### config.mk
export PLATFORM = sky130hd
export DESIGN_NAME = sync_fifo_param
export DESIGN_NICKNAME = d
export VERILOG_FILES = /design/src/rtl/sync_fifo_param.sv
export SDC_FILE = /design/constraint.sdc
export NUM_CORES = 1
export LEC_CHECK = 0
export BUFFER_PORTS_ARGS = -buffer_cell sky130_fd_sc_hd__buf_2
export CAP_MARGIN = 20
export CORE_MARGIN = 5
export CORE_UTILIZATION = 35
export CTS_CLUSTER_SIZE = 28
export DETAILED_ROUTE_END_ITERATION = 10
export PLACE_DENSITY = 0.54
export SYNTH_ARGS = -nofsm -noshare
export SYNTH_HDL_FRONTEND = slang
export SYNTH_SLANG_ARGS = --single-unit
### constraint.sdc
create_clock -name clk -period 2.6 [get_ports clk]
set_input_delay 0.39 -clock clk [delete_from_list [all_inputs] [get_ports clk]]
set_output_delay 0.39 -clock clk [all_outputs]
set_load 0.01 [all_outputs]
### src/rtl/sync_fifo_param.sv
// Parametrised single-clock FIFO: any DEPTH >= 2, programmable almost thresholds, occupancy count
// and per-edge ack/overflow/underflow pulses. Define SYNC_FIFO_FWFT_EN for first-word-fall-through.
module sync_fifo_param #(
    parameter int DATA_WIDTH = 16,
    parameter int DEPTH      = 8,
    parameter int AF_TH      = 7,
    parameter int AE_TH      = 1
) (
    input  logic                         clk,
    input  logic                         rst,
    input  logic [DATA_WIDTH-1:0]        data_in,
    input  logic                         wr_en,
    input  logic                         rd_en,
    output logic [DATA_WIDTH-1:0]        data_out,
    output logic                         wr_ack,
    output logic                         overflow,
    output logic                         underflow,
    output logic                         full,
    output logic                         empty,
    output logic                         almostfull,
    output logic                         almostempty,
    output logic [$clog2(DEPTH+1)-1:0]   count
);

    localparam int CW = $clog2(DEPTH + 1);
    localparam int PW = (DEPTH > 1) ? $clog2(DEPTH) : 1;

    logic [DATA_WIDTH-1:0] mem [DEPTH];
    logic [PW-1:0]         wr_ptr_q, wr_ptr_d;
    logic [PW-1:0]         rd_ptr_q, rd_ptr_d;
    logic [CW-1:0]         count_q, count_d;
    logic                  wr_ack_q, overflow_q, underflow_q;
    logic                  wr_ok, rd_ok;

    // Explicit wrap so non-power-of-2 depths never index past the last entry.
    function automatic logic [PW-1:0] ptr_inc(input logic [PW-1:0] p);
        return (p == PW'(DEPTH - 1)) ? '0 : p + PW'(1);
    endfunction

    assign full        = (count_q == CW'(DEPTH));
    assign empty       = (count_q == '0);
    assign almostfull  = (count_q >= CW'(AF_TH)) && !full;
    assign almostempty = !empty && (count_q <= CW'(AE_TH));
    assign count       = count_q;

    // A read on the same edge frees a slot, so a full FIFO still accepts the write.
    assign wr_ok = wr_en & (~full | rd_en);
    assign rd_ok = rd_en & ~empty;

    always_comb begin
        wr_ptr_d = wr_ptr_q;
        rd_ptr_d = rd_ptr_q;
        count_d  = count_q;
        if (wr_ok) wr_ptr_d = ptr_inc(wr_ptr_q);
        if (rd_ok) rd_ptr_d = ptr_inc(rd_ptr_q);
        case ({wr_ok, rd_ok})
            2'b10:   count_d = count_q + CW'(1);
            2'b01:   count_d = count_q - CW'(1);
            default: count_d = count_q;
        endcase
    end

    always_ff @(posedge clk) begin
        if (rst) begin
            wr_ptr_q    <= '0;
            rd_ptr_q    <= '0;
            count_q     <= '0;
            wr_ack_q    <= 1'b0;
            overflow_q  <= 1'b0;
            underflow_q <= 1'b0;
        end else begin
            wr_ptr_q    <= wr_ptr_d;
            rd_ptr_q    <= rd_ptr_d;
            count_q     <= count_d;
            wr_ack_q    <= wr_ok;
            overflow_q  <= wr_en & ~wr_ok;
            underflow_q <= rd_en & empty;
        end
    end

    always_ff @(posedge clk) begin
        if (!rst && wr_ok) mem[wr_ptr_q] <= data_in;
    end

    assign wr_ack    = wr_ack_q;
    assign overflow  = overflow_q;
    assign underflow = underflow_q;

`ifdef SYNC_FIFO_FWFT_EN
    // Head entry is presented directly; meaningless while empty.
    assign data_out = mem[rd_ptr_q];
`else
    logic [DATA_WIDTH-1:0] data_out_q;

    always_ff @(posedge clk) begin
        if (rst)        data_out_q <= '0;
        else if (rd_ok) data_out_q <= mem[rd_ptr_q];
    end

    assign data_out = data_out_q;
`endif

endmodule
# Yosys cells after proc, flatten, opt, wreduce, memory -nomap -nowiden
# Memory sizes are Yosys's and may differ from the RTL's. A register that Yosys moved wholly into a read port is not among the register bits.
# Index checks and enable logic that the tools add are counted.
[op_classes]
magnitude_cmp = 2
n_addsub = 4
n_mux = 5
n_reduce_logical = 8
eq_ne = 5
n_bitwise = 8
[op_table]
columns = ["op", "count"]
rows = [
  ["$pmux 4 s2", 1],
  ["$add 3x1->3 const B", 2],
  ["$eq 3x3->1 const B", 2],
  ["$mux 3", 2],
  ["$add 4x1->4 const B", 1],
  ["$and 1x1->1", 4],
  ["$eq 4x4->1 const B", 1],
  ["$ge 4x3->1 const B", 1],
  ["$le 4x1->1 const B", 1],
  ["$logic_not 4->1", 1],
  ["$sub 4x1->4 const B", 1],
  ["$logic_and 1x1->1", 3],
  ["$logic_not 1->1", 3],
  ["$not 1->1", 3],
  ["$eq 2x1->1 const B", 1],
  ["$eq 2x2->1 const B", 1],
  ["$mux 1", 2],
  ["$reduce_bool 2->1", 1],
  ["$or 1x1->1", 1],
]
[word_totals]
ff_bits = 13
ramBits = 128
in_bits = 20
wordCells = 39
memories = 1
output_inout_bits = 27
[memory_table]
columns = ["name", "words", "word_bits", "rd", "rd_clocked_by_memory_dff", "write_ports", "line_no", "source"]
rows = [
  ["mem", 8, 16, 1, 1, 1, "28", "logic [DATA_WIDTH-1:0] mem [DEPTH];"],
]

# Depth between registers and ports, before layout
# Gate-level depths: netlist of run 1.
[logic_depth]
word_depth = 7
mapped_depth = 11
depth_no_buf = 10

# Worst setup path after synthesis of run 1
# No wires, ideal clock.
[synth_path]
path_kind = "reg-to-reg"
startpoint = "register count_q[0], in the netlist count[0]"
endpoint = "memory mem[0][0] (enable)"
path_slack_ns = -0.091
path_stages_with_launch = 7
t_arrival_ns = 2.281
setup_time_ns = 0.409
synth_period_minus_slack_ns = 2.691
t_required_ns = 2.191
n_path_buf = 0
path_cell_list = "dfxtp_1 inv_1 ha_1 nand3b_1 o21ba_2 nand2b_1 nor3_1"
[synth_between]
elab_chain_len = 7
[synth_rtl]
columns = ["item", "line_no", "source"]
rows = [
  ["start: declaration", "31", "logic [CW-1:0] count_q, count_d;"],
  ["start signal: assignment", "74", "count_q <= count_d;"],
  ["$eq 4x4->1", "40", "assign full = (count_q == CW'(DEPTH));"],
  ["$not 1->1", "47", "assign wr_ok = wr_en & (~full | rd_en);"],
  ["$or 1x1->1", "47", ""],
  ["$and 1x1->1", "47", ""],
  ["$logic_and 1x1->1", "82", "if (!rst && wr_ok) mem[wr_ptr_q] <= data_in;"],
  ["$mux 1", "82", ""],
  ["$mux 1 (implied by the code)", "82", ""],
  ["end: declaration", "28", ""],
]
# No other way between the ends.

# Final worst setup path of run 1
[layout_path]
startpoint = "register count_q[0], in the netlist count[0]"
endpoint = "register count_q[3], in the netlist count[3]"
[layout_between]
word_cells_on_any_way = 13
cone_classes = "add/sub (2); eq/ne (3); mux (1); bitwise (5); reduce/logical (2)"
[layout_rtl]
columns = ["item", "line_no", "source"]
rows = [
  ["$logic_not 4->1 (*)", "41", "assign empty = (count_q == '0);"],
  ["$not 1->1 (*)", "48", "assign rd_ok = rd_en & ~empty;"],
  ["$and 1x1->1 (*)", "48", ""],
  ["net rd_ok", "33", "logic wr_ok, rd_ok;"],
  ["$eq 2x1->1 or $eq 2x2->1 (tied branches)", "56", "case ({wr_ok, rd_ok})"],
  ["$pmux 4 s2 or $reduce_bool 2->1 (tied branches)", "-", ""],
]
# The timed path passes the listed nets; every way through them passes the cells marked *.
# A chain may end at the register's enable or synchronous reset.

==> results.md, run 1 <==
- Setup bufs post-CTS: 0
- Drt initial violations: approximately 200
- Clk root buf: sky130_fd_sc_hd__clkbuf_16
- Final Slew Violations: 0
- Final design instance area without fill: 0.007277 sq mm
- Hold Startpoint: data_in[3]
- Outcome: complete, no violations
- Total clock buffers created by CTS: 17
- Pin count of the biggest net entering global routing: 41
- Final Cycle Share: around 91%
- Cell breakdown of the critical path: inv_1 -> ha_1 -> or3b_1 -> nand2_1 -> inv_1 -> ha_1 -> or4b_1 -> a21oi_1 -> xnor2_1 -> nor2_1
- Category of the worst setup path launch point: flop
- Wire length of the first global-routing pass: roughly 20000 um
- Switching power total: approximately 1700 uW
- Combined area of all synthesized cells: between 0.006 and 0.007 sq mm
- Worst path top cell family by delay: simple AND/OR/NAND/NOR gates
- Tightest Hold Check Type: primary input to flop
- Setup slack on the worst flop-to-flop path: 240 ps
- Global router's overall resource usage: 13.08%
- Starting density of the core: 35.52%
- Leakage dissipation: 0.002508 uW
- Main combinational cell family by area after synthesis: multiplexers
- Most common library cell in the layout ignoring fill and taps: sky130_fd_sc_hd__edfxtp_1
- Final nets: ~460
- Number of warnings printed during yosys synthesis: 0
- EDFF count, synth: 128
- Cell area after placement: around 0.0067 sq mm
- Pre-antenna DRT Iters: 4
- Xor/xnor cell area share of the yosys netlist: less than 1%
- Synthesized-area fraction occupied by ao, oa, aoi and oai cells: roughly 8%
- Endpoint kind of the worst setup timing path: flop
- Final core occ: a little over two fifths
- Num Clock Sinks: 157
- Mean instance size in the synthesized netlist: between 15 and 20 sq um
- Worst Reg2Reg Path Length in Cells: 10
- Crit path arrival time: between 2000 and 3000 ps
- Core outline area: 0.01718 sq mm
- Capture instance of the worst register-to-register path: count[3]
- Worst hold path cell count: 1
- Number of hold violations in the final report: 0
- Net Count, Synth: just under 400
- Largest buffer count on any clock path: 2
- Horiz. Die Dim: around 140 um
- Sink of the worst hold path: mem[1][3]
- Commonest non-fill, non-tap cells in the layout: sky130_fd_sc_hd__edfxtp_1 (128), sky130_fd_sc_hd__mux2i_1 (67), sky130_fd_sc_hd__buf_2 (46)
- Layout-stage area growth over the synthesis result: 19.28%
- Post-synthesis simple-gate area fraction: between 3 and 4%
- Peak fanout along the critical path: 7
- Number of ports placed on the die boundary: between 40 and 50
- Worst skew pair latency: 420 ps
- DPL Wire Length: ~7700 um
- CTS H-Tree Depth: 4
- Cells resized by post-CTS repair: 0
- Sequential group share of total power: a little under half
- Highest clock frequency the design can meet: approximately 0.42 GHz
- Power per cell area: approximately 930 mW/mm^2
- Sw Ratio: roughly a quarter
- Number of storage elements in the synthesis netlist: between 150 and 200
- Die area: approximately 0.020 sq mm
- Overall Power: about 6800 uW
- Number of failing setup endpoints in the final timing report: 0
- Part of the power in the clock network: 37.8%
- Crit path max-delay cell type: sky130_fd_sc_hd__dfxtp_1
- Via density per instance: between 4 and 5
- Residual DRC count: 0
- Clock skew after layout: 8.937 ps
- Initial antenna violation count: 0
- Clock Pin Slew Worst Setup and Hold Paths: around 60 ps
- Number of vias after detailed routing: about 3300
- Hold-fix buffers, CTS: 0
- Routed length per instance: roughly 19 um
- Mux cell area share after synthesis: a little over a tenth
- Category of the most critical setup path: flop to flop
- Number of maximum-capacitance violations: 0
- Overall die height: between 100 and 150 um
- Max-slew headroom at the worst pin: approximately 37%
- Reg-to-reg critical path startpoint: count[0]
- Fin Hold WS: about 230 ps
- Total wire length after detailed routing: between 10000 and 15000 um
- Std cell rows: 48
- Highest cell delay on the worst timing path: 450 ps
- Total negative slack for setup checks: 0 ps
- Overflow after GRT: 0
- Sequential cell area fraction in the yosys report: 72.52%
- Post-route antenna net violation count: 0
- Combinational fraction of design power: between 10% and 20%
- Peak supply drop: 0.4902 mV
- Vias in the first global route: ~3400
- Netlist cell types: 37
- Period minus WS final: about 2400 ps
- Post-Synth Adder-Cell Area: 1.846%
- Number of instances in the synthesized netlist: between 300 and 400
- Worst-Margin Slew: between 900 and 1000 ps
- Internal power summed over all cells: 5029 uW
- Worst path buffer plus inverter count: 2
- TritonCTS clock tree: done
- Layout cells sized above 1: around a quarter
- Commonest register cell after synthesis: sky130_fd_sc_hd__edfxtp_1
- Buffers added on ports: 46
- Fraction of registers with async set/reset: 0%
- RD Place Congestion: around 0.76
- Endpoint required time on the critical path: roughly 2900 ps
- Ant. Diodes: 0
- RSZ-0062 raised after global routing: false
[metrics by stage]
step / setup slack (ps) / instances
finish: 241.3 / 668
global route: 37.62 / 668
floorplan: 35.53 / 365
global placement: 300.6 / 636
detailed placement: 252.1 / 636
CTS: 231.7 / 668
[flip-flops by register name, summed over array words and instances (netlist names)]
signal	count
mem	128
wr_ack	1
data_out	16
rd_ptr_q	3
underflow	1
wr_ptr_q	3
overflow	1
count	4
[routing by layer]
| metal | up-vias | wire length, um | track usage, % | part of all wire (%) |
|---|---|---|---|---|
| li1 | 1574 | - | - | - |
| met1 | 1660 | 5601 | 16.74 | 44 |
| met2 | 57 | 6296 | 21.37 | 50 |
| met3 | 15 | 537 | 4.066 | 4.3 |
| met4 | 0 | 157 | 4.040 | 1.2 |
| met5 | - | 0 | 0 | 0 |
[cell type report]
cell class / count / area [sq um]
clock inverter: 13 / 172.7
inverter: 6 / 22.52
fill: 1570 / 9899
multi-input combinational: 182 / 1536
clock buffer: 19 / 442.9
sequential: 157 / 4428
timing repair buffer: 66 / 392.9
tap: 225 / 281.5
[cell families after synthesis]
logic type,count (synthesis)
DFF,157
muxes,67
AOI/OAI and AO/OA,61
and+or+nand+nor,42
buffers and inverters,26
adders and majority gates,9
xor gates and xnor gates,3
[cell usage after synthesis, types with 3 or more instances]
cell type / number / area (sq um)
sky130_fd_sc_hd__nand2b_1: 5 / 31.28
sky130_fd_sc_hd__buf_4: 5 / 37.54
sky130_fd_sc_hd__clkbuf_1: 7 / 26.28
sky130_fd_sc_hd__dfxtp_1: 29 / 580.6
sky130_fd_sc_hd__nor2_1: 13 / 48.80
sky130_fd_sc_hd__inv_1: 5 / 18.77
sky130_fd_sc_hd__a32o_1: 16 / 160.2
sky130_fd_sc_hd__edfxtp_1: 128 / 3844
sky130_fd_sc_hd__a22oi_1: 32 / 240.2
sky130_fd_sc_hd__mux2i_1: 67 / 670.6
sky130_fd_sc_hd__buf_6: 3 / 33.78
sky130_fd_sc_hd__a21oi_1: 8 / 40.04
sky130_fd_sc_hd__buf_2: 4 / 20.02
sky130_fd_sc_hd__ha_1: 9 / 112.6
sky130_fd_sc_hd__nand2_1: 6 / 22.52
[worst max-delay path by stage]
stage / start / endpoint / cells past startpoint
finish: count[0] / count[3] / 10
detailed placement: count[0] / count[3] / 9
floorplan: count[0] / mem[7][0] / 6
CTS: count[0] / count[3] / 9
global route: count[0] / count[3] / 10
global placement: count[1] / count[3] / 9
[power groups by stage]
stage	registers (uW)	clock network, uW	logic [uW]
final	3060	2550	1140
after detailed placement	3120	0	1150
after global routing	3090	2720	1250
after global placement	3110	0	1130
after floorplan	3030	0	871
after CTS	3060	2610	1160
Power figures use the tool's default switching activity.
==> inputs of run 2 (changes only) <==
Settings changed: CORE_ASPECT_RATIO set to 1.2, PLACE_DENSITY 0.54 to 0.52.
Clock period 2.6 ns to 2.4 ns, I/O delays scaled along.
==> run 2 against run 1 <==
Against the previous run:
- cell count stayed put
- sequential cell count stayed put
- wire length is 1.5% lower
- via count is 0.91% higher
- total power is 5.7% higher
- design area is 0.24% higher
- hold slack worse by 29 ps
- sequential share of layout area is 0.13 points lower
- non-clock buffer count is 5 higher
- clock power hardly changed
- core utilization is 0.22 points lower
- die area hardly changed
==> results.md, run 2 (synthesized netlist as in run 1, its figures left out) <==
- Final core occ: 42.15% (-0.22 points)
- TritonCTS clock tree: done
- Global router's overall resource usage: 12.96% (-0.12 points)
- Cell breakdown of the critical path: inv_1 -> ha_1 -> or3b_1 -> nand2_1 -> inv_1 -> ha_1 -> buf_4 -> mux2i_1 -> or3_2 -> a21oi_1
- Fin Hold WS: 204.7 ps (-28.66 ps)
- Via density per instance: 4.994 (+0.91%)
- Buffers added on ports: 46 (unchanged)
- Worst path buffer plus inverter count: 3 (+1)
- Category of the most critical setup path: flop to flop
- Combined area of the multi-input logic cells: 0.001546 sq mm (+0.65%)
- Leakage dissipation: 0.002509 uW (about the same)
- Reg-to-reg critical path startpoint: count[0]
- Highest clock frequency the design can meet: 0.4422 GHz (+4.3%)
- Clock skew after layout: 8.166 ps (-0.7708 ps)
- Outcome: complete, no violations
- Final Cycle Share: 94.22% (+3.5 points)
- Crit path max-delay cell type: sky130_fd_sc_hd__or3_2
- Residual DRC count: 0 (unchanged)
- Post-route antenna net violation count: 0 (unchanged)
- Total clock buffers created by CTS: 17 (unchanged)
- Drt initial violations: 135 (-31%)
- Hold-fix buffers, CTS: 0 (unchanged)
- RD Place Congestion: 0.7889 (+3.8%)
- Worst-Margin Slew: 901.7 ps (-35.52 ps)
- Wire length of the first global-routing pass: 19450 um (-0.42%)
- Number of ports placed on the die boundary: 47 (unchanged)
- Core outline area: 0.01731 sq mm (+0.76%)
- Total wire length after detailed routing: 12410 um (-1.5%)
- Clk root buf: sky130_fd_sc_hd__clkbuf_16
- Category of the worst setup path launch point: flop
- Final nets: 464 (+1.1%)
- Hold Startpoint: data_in[6]
- Power per cell area: 978.5 mW/mm^2 (+5.5%)
- Endpoint kind of the worst setup timing path: flop
- Highest cell delay on the worst timing path: 410 ps (-40 ps)
- Layout-stage area growth over the synthesis result: 19.57%
- Max-slew headroom at the worst pin: 39.82% (+2.4 points)
- Commonest non-fill, non-tap cells in the layout: sky130_fd_sc_hd__edfxtp_1 (128), sky130_fd_sc_hd__mux2i_1 (67), sky130_fd_sc_hd__buf_2 (46)
- Number of hold violations in the final report: 0 (unchanged)
- Vias in the first global route: 3482 (+3.9%)
- Starting density of the core: 35.25% (-0.27 points)
- Worst skew pair latency: 420 ps (about the same)
- Dpl ws: 114.0 ps (-138.2 ps)
- Overall die height: 154.6 um (+8.9%)
- Num Clock Sinks: 157 (unchanged)
- Peak fanout along the critical path: 7 (unchanged)
- Worst path top cell family by delay: simple AND/OR/NAND/NOR gates
- Initial antenna violation count: 0 (unchanged)
- Worst hold path cell count: 1 (unchanged)
- Number of standard cells in the layout, taps in and fillers out: 668 (unchanged)
- Clock Pin Slew Worst Setup and Hold Paths: 60 ps (about the same)
- Endpoint required time on the critical path: 2750 ps (-150 ps)
- Layout cells sized above 1: 25.67% (+2.0 points)
- Overflow after GRT: 0 (unchanged)
- Crit path arrival time: 2610 ps (-50 ps)
- Number of failing setup endpoints in the final timing report: 0 (unchanged)
- Pre-antenna DRT Iters: 5 (+1)
- Ant. Diodes: 0 (unchanged)
- Setup bufs post-CTS: 0 (unchanged)
- Pin count of the biggest net entering global routing: 34 (-17%)
- Horiz. Die Dim: 130.5 um (-8.1%)
- Number of filler cells placed in the layout: 1543 (-1.7%)
- Area of all sequential standard cells: 0.004429 sq mm (about the same)
- Number of maximum-capacitance violations: 0 (unchanged)
- DPL Wire Length: 7836 um (+2.3%)
- Worst Reg2Reg Path Length in Cells: 10 (unchanged)
- Cells after DPL: 636 (unchanged)
- Routed length per instance: 18.58 um (-1.5%)
- Reg with most FFs: mem
- Tightest Hold Check Type: primary input to flop
- RSZ-0062 raised after global routing: false
- Number of vias after detailed routing: 3336 (+0.91%)
- Peak supply drop: 0.4543 mV (-7.3%)
- CTS H-Tree Depth: 4 (unchanged)
- Period minus WS final: 2261 ps (-97.36 ps)
- Most common library cell in the layout ignoring fill and taps: sky130_fd_sc_hd__edfxtp_1
- Number of flip-flops in the largest register: 128 (unchanged)
- Smallest setup slack after layout: 138.7 ps (-102.6 ps)
- Std cell rows: 53 (+10%)
- Setup slack on the worst flop-to-flop path: 140 ps (-100 ps)
- Final Slew Violations: 0 (unchanged)
- Cells resized by post-CTS repair: 0 (unchanged)
- Largest buffer count on any clock path: 2 (unchanged)
- Die area: 0.02018 sq mm (about the same)
- Capture instance of the worst register-to-register path: count[2]
- Sink of the worst hold path: mem[1][6]
run 2: how the worst max path moves through the flow:
| stage | startpoint | end | cells past startpoint |
|---|---|---|---|
| after detailed placement | count[0] | mem[1][1] | 7 |
| after CTS | count[0] | count[2] | 10 |
| after floorplan | count[0] | mem[7][0] | 6 |
| after global routing | count[0] | count[2] | 10 |
| after global placement | count[0] | count[2] | 10 |
| final | count[0] | count[2] | 10 |
run 2: per-layer routing:
| metal | track usage, % | share of wire (%) | up-vias |
|---|---|---|---|
| met5 | 0 | 0 | - |
| met4 | 5.292 | 1.7 | 0 |
| met1 | 15.77 | 44 | 1674 |
| li1 | - | - | 1582 |
| met3 | 3.420 | 4.1 | 19 |
| met2 | 21.67 | 50 | 61 |
run 2: stage by stage:
stage	total power, uW	instance area, sq um	TNS (ps)
after floorplan	4230	6106	-9583
after global placement	4630	6708	0
after detailed placement	4656	6708	0
after CTS	7222	7282	0
after global routing	7469	7295	0
final	7138	7295	0
run 2: final cells by class:
| class | instances | area share (%) |
|---|---|---|
| timing repair buffer | 71 | 6.123 |
| inverter | 6 | 0.3087 |
| sequential | 157 | 60.72 |
| clock buffer | 18 | 6.021 |
| tap | 220 | 3.774 |
| multi-input combinational | 182 | 21.20 |
| clock inverter | 14 | 1.852 |
run 2: power by group:
part / internal (uW) / switching [uW] / leakage [uW]
logic: 623 / 656 / 0.000844
clock network: 1470 / 1090 / 0.000270
registers: 3100 / 201 / 0.00139
run 2: worst register-to-register path: stages (launching register included):
cell and delay, ps:
sky130_fd_sc_hd__dfxtp_2 360, sky130_fd_sc_hd__inv_1 90, sky130_fd_sc_hd__ha_1 190, sky130_fd_sc_hd__or3b_1 370, sky130_fd_sc_hd__nand2_1 100, sky130_fd_sc_hd__inv_1 50
sky130_fd_sc_hd__ha_1 180, sky130_fd_sc_hd__buf_4 150, sky130_fd_sc_hd__mux2i_1 130, sky130_fd_sc_hd__or3_2 410, sky130_fd_sc_hd__a21oi_1 160
==> inputs of run 3 (changes only) <==
Settings changed: CORE_MARGIN 5 to unset.
==> run 3 against run 2 <==
Against the previous run:
- register-to-register slack improved by 40 ps
- die area decreased by 11%
- critical path depth decreased by 2
- hold slack improved by 2.1 ps
- combinational power about the same
- clock-buffer cell count increased by 9
==> results.md, run 3 (synthesized netlist as in run 1, its figures left out) <==
- Max-slew headroom at the worst pin: 33.93% (-5.9 points)
- Period minus WS final: 2217 ps (-44.29 ps)
- Wire length of the first global-routing pass: 18930 um (-2.7%)
- Met2 WL post-DR: 6025 um (-2.8%)
- Pin count of the biggest net entering global routing: 30 (-12%)
- Endpoint required time on the critical path: 2750 ps (about the same)
- Cell area after placement: 0.006700 sq mm (-0.11%)
- RD Place Congestion: 0.7104 (-10%)
- Std cell rows: 52 (-1.9%)
- DPL Wire Length: 7126 um (-9.1%)
- Initial antenna violation count: 0 (unchanged)
- Commonest non-fill, non-tap cells in the layout: sky130_fd_sc_hd__edfxtp_1 (128), sky130_fd_sc_hd__mux2i_1 (67), sky130_fd_sc_hd__buf_2 (46)
- Overflow after GRT: 0 (unchanged)
- Category of the worst setup path launch point: flop
- Number of hold violations in the final report: 0 (unchanged)
- Number of ports placed on the die boundary: 47 (unchanged)
- Worst Reg2Reg Path Length in Cells: 8 (-2)
- Endpoint kind of the worst setup timing path: flop
- Starting density of the core: 35.93% (+0.68 points)
- Number of flip-flops in the largest register: 128 (unchanged)
- Launching instance or port of the critical path: count[1]
- Area of all sequential standard cells: 0.004429 sq mm (unchanged)
- Reg-to-reg critical path startpoint: count[1]
- Final Cycle Share: 92.38% (-1.8 points)
- Layout cells sized above 1: 22.17% (-3.5 points)
- Number of standard cells in the layout, taps in and fillers out: 658 (-1.5%)
- Most used cell along the critical path: sky130_fd_sc_hd__inv_1
- Drt initial violations: 213 (+58%)
- Pre-antenna DRT Iters: 4 (-1)
- Num Clock Sinks: 157 (unchanged)
- Via density per instance: 5.043 (+0.97%)
- Clock Pin Slew Worst Setup and Hold Paths: 60 ps (about the same)
- Number of vias after detailed routing: 3318 (-0.54%)
- Post-route antenna net violation count: 0 (unchanged)
- Combined area of the multi-input logic cells: 0.001539 sq mm (-0.48%)
- Worst path top cell family by delay: simple AND/OR/NAND/NOR gates
- Crit path arrival time: 2570 ps (-40 ps)
- CTS H-Tree Depth: 4 (unchanged)
- Total clock buffers created by CTS: 17 (unchanged)
- Global router's overall resource usage: 14.85% (+1.9 points)
- Cell breakdown of the critical path: inv_1 -> ha_1 -> or3b_1 -> nand2_1 -> inv_1 -> ha_2 -> or3_2 -> a21oi_1
- Worst skew pair latency: 410 ps (about the same)
- Sink of the worst hold path: mem[6][12]
- DRT met1 WL: 5541 um (+0.78%)
- Hold Startpoint: data_in[12]
- Die area: 0.01797 sq mm (-11%)
- Switching power total: 1789 uW (-8.0%)
- Worst-Margin Slew: 989.9 ps (+88.23 ps)
- Final Slew Violations: 0 (unchanged)
- Sequential group share of total power: 47.9% (+1.6 points)
- Part of the power in the clock network: 33.1% (-2.7 points)
- Core outline area: 0.01698 sq mm (-1.9%)
- Layout-stage area growth over the synthesis result: 17.95%
- Buffers added on ports: 46 (unchanged)
- Cells after DPL: 627 (-1.4%)
- Total wire length after detailed routing: 12330 um (-0.63%)
- Setup bufs post-CTS: 0 (unchanged)
- Highest routed metal layer: met4
- Reg with most FFs: mem
- Most common library cell in the layout ignoring fill and taps: sky130_fd_sc_hd__edfxtp_1
- Tightest Hold Check Type: primary input to flop
- Capture instance of the worst register-to-register path: count[2]
- Largest buffer count on any clock path: 2 (unchanged)
- Setup slack on the worst flop-to-flop path: 180 ps (+40 ps)
- Ant. Diodes: 0 (unchanged)
- Worst path buffer plus inverter count: 2 (-1)
- Highest clock frequency the design can meet: 0.4511 GHz (+2.0%)
- Peak supply drop: 0.5062 mV (+11%)
- TritonCTS clock tree: done
- Power per cell area: 951.3 mW/mm^2 (-2.8%)
- Hold-fix buffers, CTS: 0 (unchanged)
- Final core occ: 42.37% (+0.23 points)
- Crit path max-delay cell type: sky130_fd_sc_hd__or3_2
- Residual DRC count: 0 (unchanged)
- Outcome: complete, no violations
- Highest cell delay on the worst timing path: 480 ps (+70 ps)
- Clk root buf: sky130_fd_sc_hd__clkbuf_16
- Combinational fraction of design power: 19.0% (+1.1 points)
- Sw Ratio: 26.13% (-1.1 points)
- Category of the most critical setup path: flop to flop
- Overall die height: 146.6 um (-5.2%)
- Number of filler cells placed in the layout: 1505 (-2.5%)
- Final design instance area without fill: 0.007196 sq mm (-1.4%)
- Number of maximum-capacitance violations: 0 (unchanged)
- RSZ-0062 raised after global routing: false
- Total negative slack for setup checks: 0 ps (unchanged)
- Cells resized by post-CTS repair: 0 (unchanged)
- Internal power summed over all cells: 5056 uW (-2.6%)
- Worst hold path cell count: 1 (unchanged)
- Peak fanout along the critical path: 6 (-1)
- Final nets: 459 (-1.1%)
- Routed length per instance: 18.74 um (+0.88%)
- Overall Power: 6845 uW (-4.1%)
- Number of failing setup endpoints in the final timing report: 0 (unchanged)
- Horiz. Die Dim: 122.5 um (-6.1%)
- Leakage dissipation: 0.002457 uW (-2.0%)
- Clock skew after layout: 5.112 ps (-3.054 ps)
- Met3 Routed Length: 566 um (+12%)
- Vias in the first global route: 3405 (-2.2%)
==> run 3: cell types whose count changed in the layout (fill, tap and decap cells not counted), moves of 2 or more <==
cell and change:
sky130_fd_sc_hd__clkbuf_1 +9, sky130_fd_sc_hd__clkinv_4 -4, sky130_fd_sc_hd__clkinv_2 +2, sky130_fd_sc_hd__buf_4 -7, sky130_fd_sc_hd__inv_6 -4, sky130_fd_sc_hd__clkinvlp_4 -4, sky130_fd_sc_hd__buf_12 +3
==> run 3: metal layers <==
| metal | vias to the layer above | global-route usage [%] |
|---|---|---|
| li1 | 1566 | - |
| met1 | 1670 | 18.53 |
| met2 | 62 | 23.51 |
| met3 | 20 | 5.273 |
| met4 | 0 | 5.366 |
| met5 | - | 0 |
==> run 3: power groups by stage <==
stage | Combinational [uW] | Clock (uW) | Sequential [uW]
floorplan | 944 | 0 | 3290
global placement | 1280 | 0 | 3330
detailed placement | 1310 | 0 | 3340
CTS | 1310 | 2330 | 3280
global route | 1430 | 2450 | 3310
finish | 1300 | 2270 | 3280
==> run 3: per-stage QoR <==
| stage | worst slack, ps | hold slack, ps |
|---|---|---|
| after detailed placement | 112.1 | 451.5 |
| final | 183.0 | 206.7 |
| after global routing | 21.80 | 198.7 |
| after global placement | 176.8 | 448.6 |
| after floorplan | -164.5 | 458.9 |
| after CTS | 105.5 | 186.7 |
==> run 3: worst max-delay path by stage <==
stage / to / slack, ps / cells past startpoint
5_1_grt: count[2] / 20 / 8
4_1_cts: count[2] / 110 / 8
3_5_place_dp: count[2] / 110 / 8
2_1_floorplan: mem[7][0] / -160 / 6
6_report: count[2] / 180 / 8
3_3_place_gp: mem[7][2] / 180 / 8
==> run 3: layout make-up <==
| class | instances | area share (%) |
|---|---|---|
| sequential | 157 | 61.55 |
| multi-input combinational | 182 | 21.39 |
| clock buffer | 27 | 6.573 |
| timing repair buffer | 66 | 6.155 |
| tap | 216 | 3.756 |
| inverter | 6 | 0.3130 |
| clock inverter | 4 | 0.2608 |
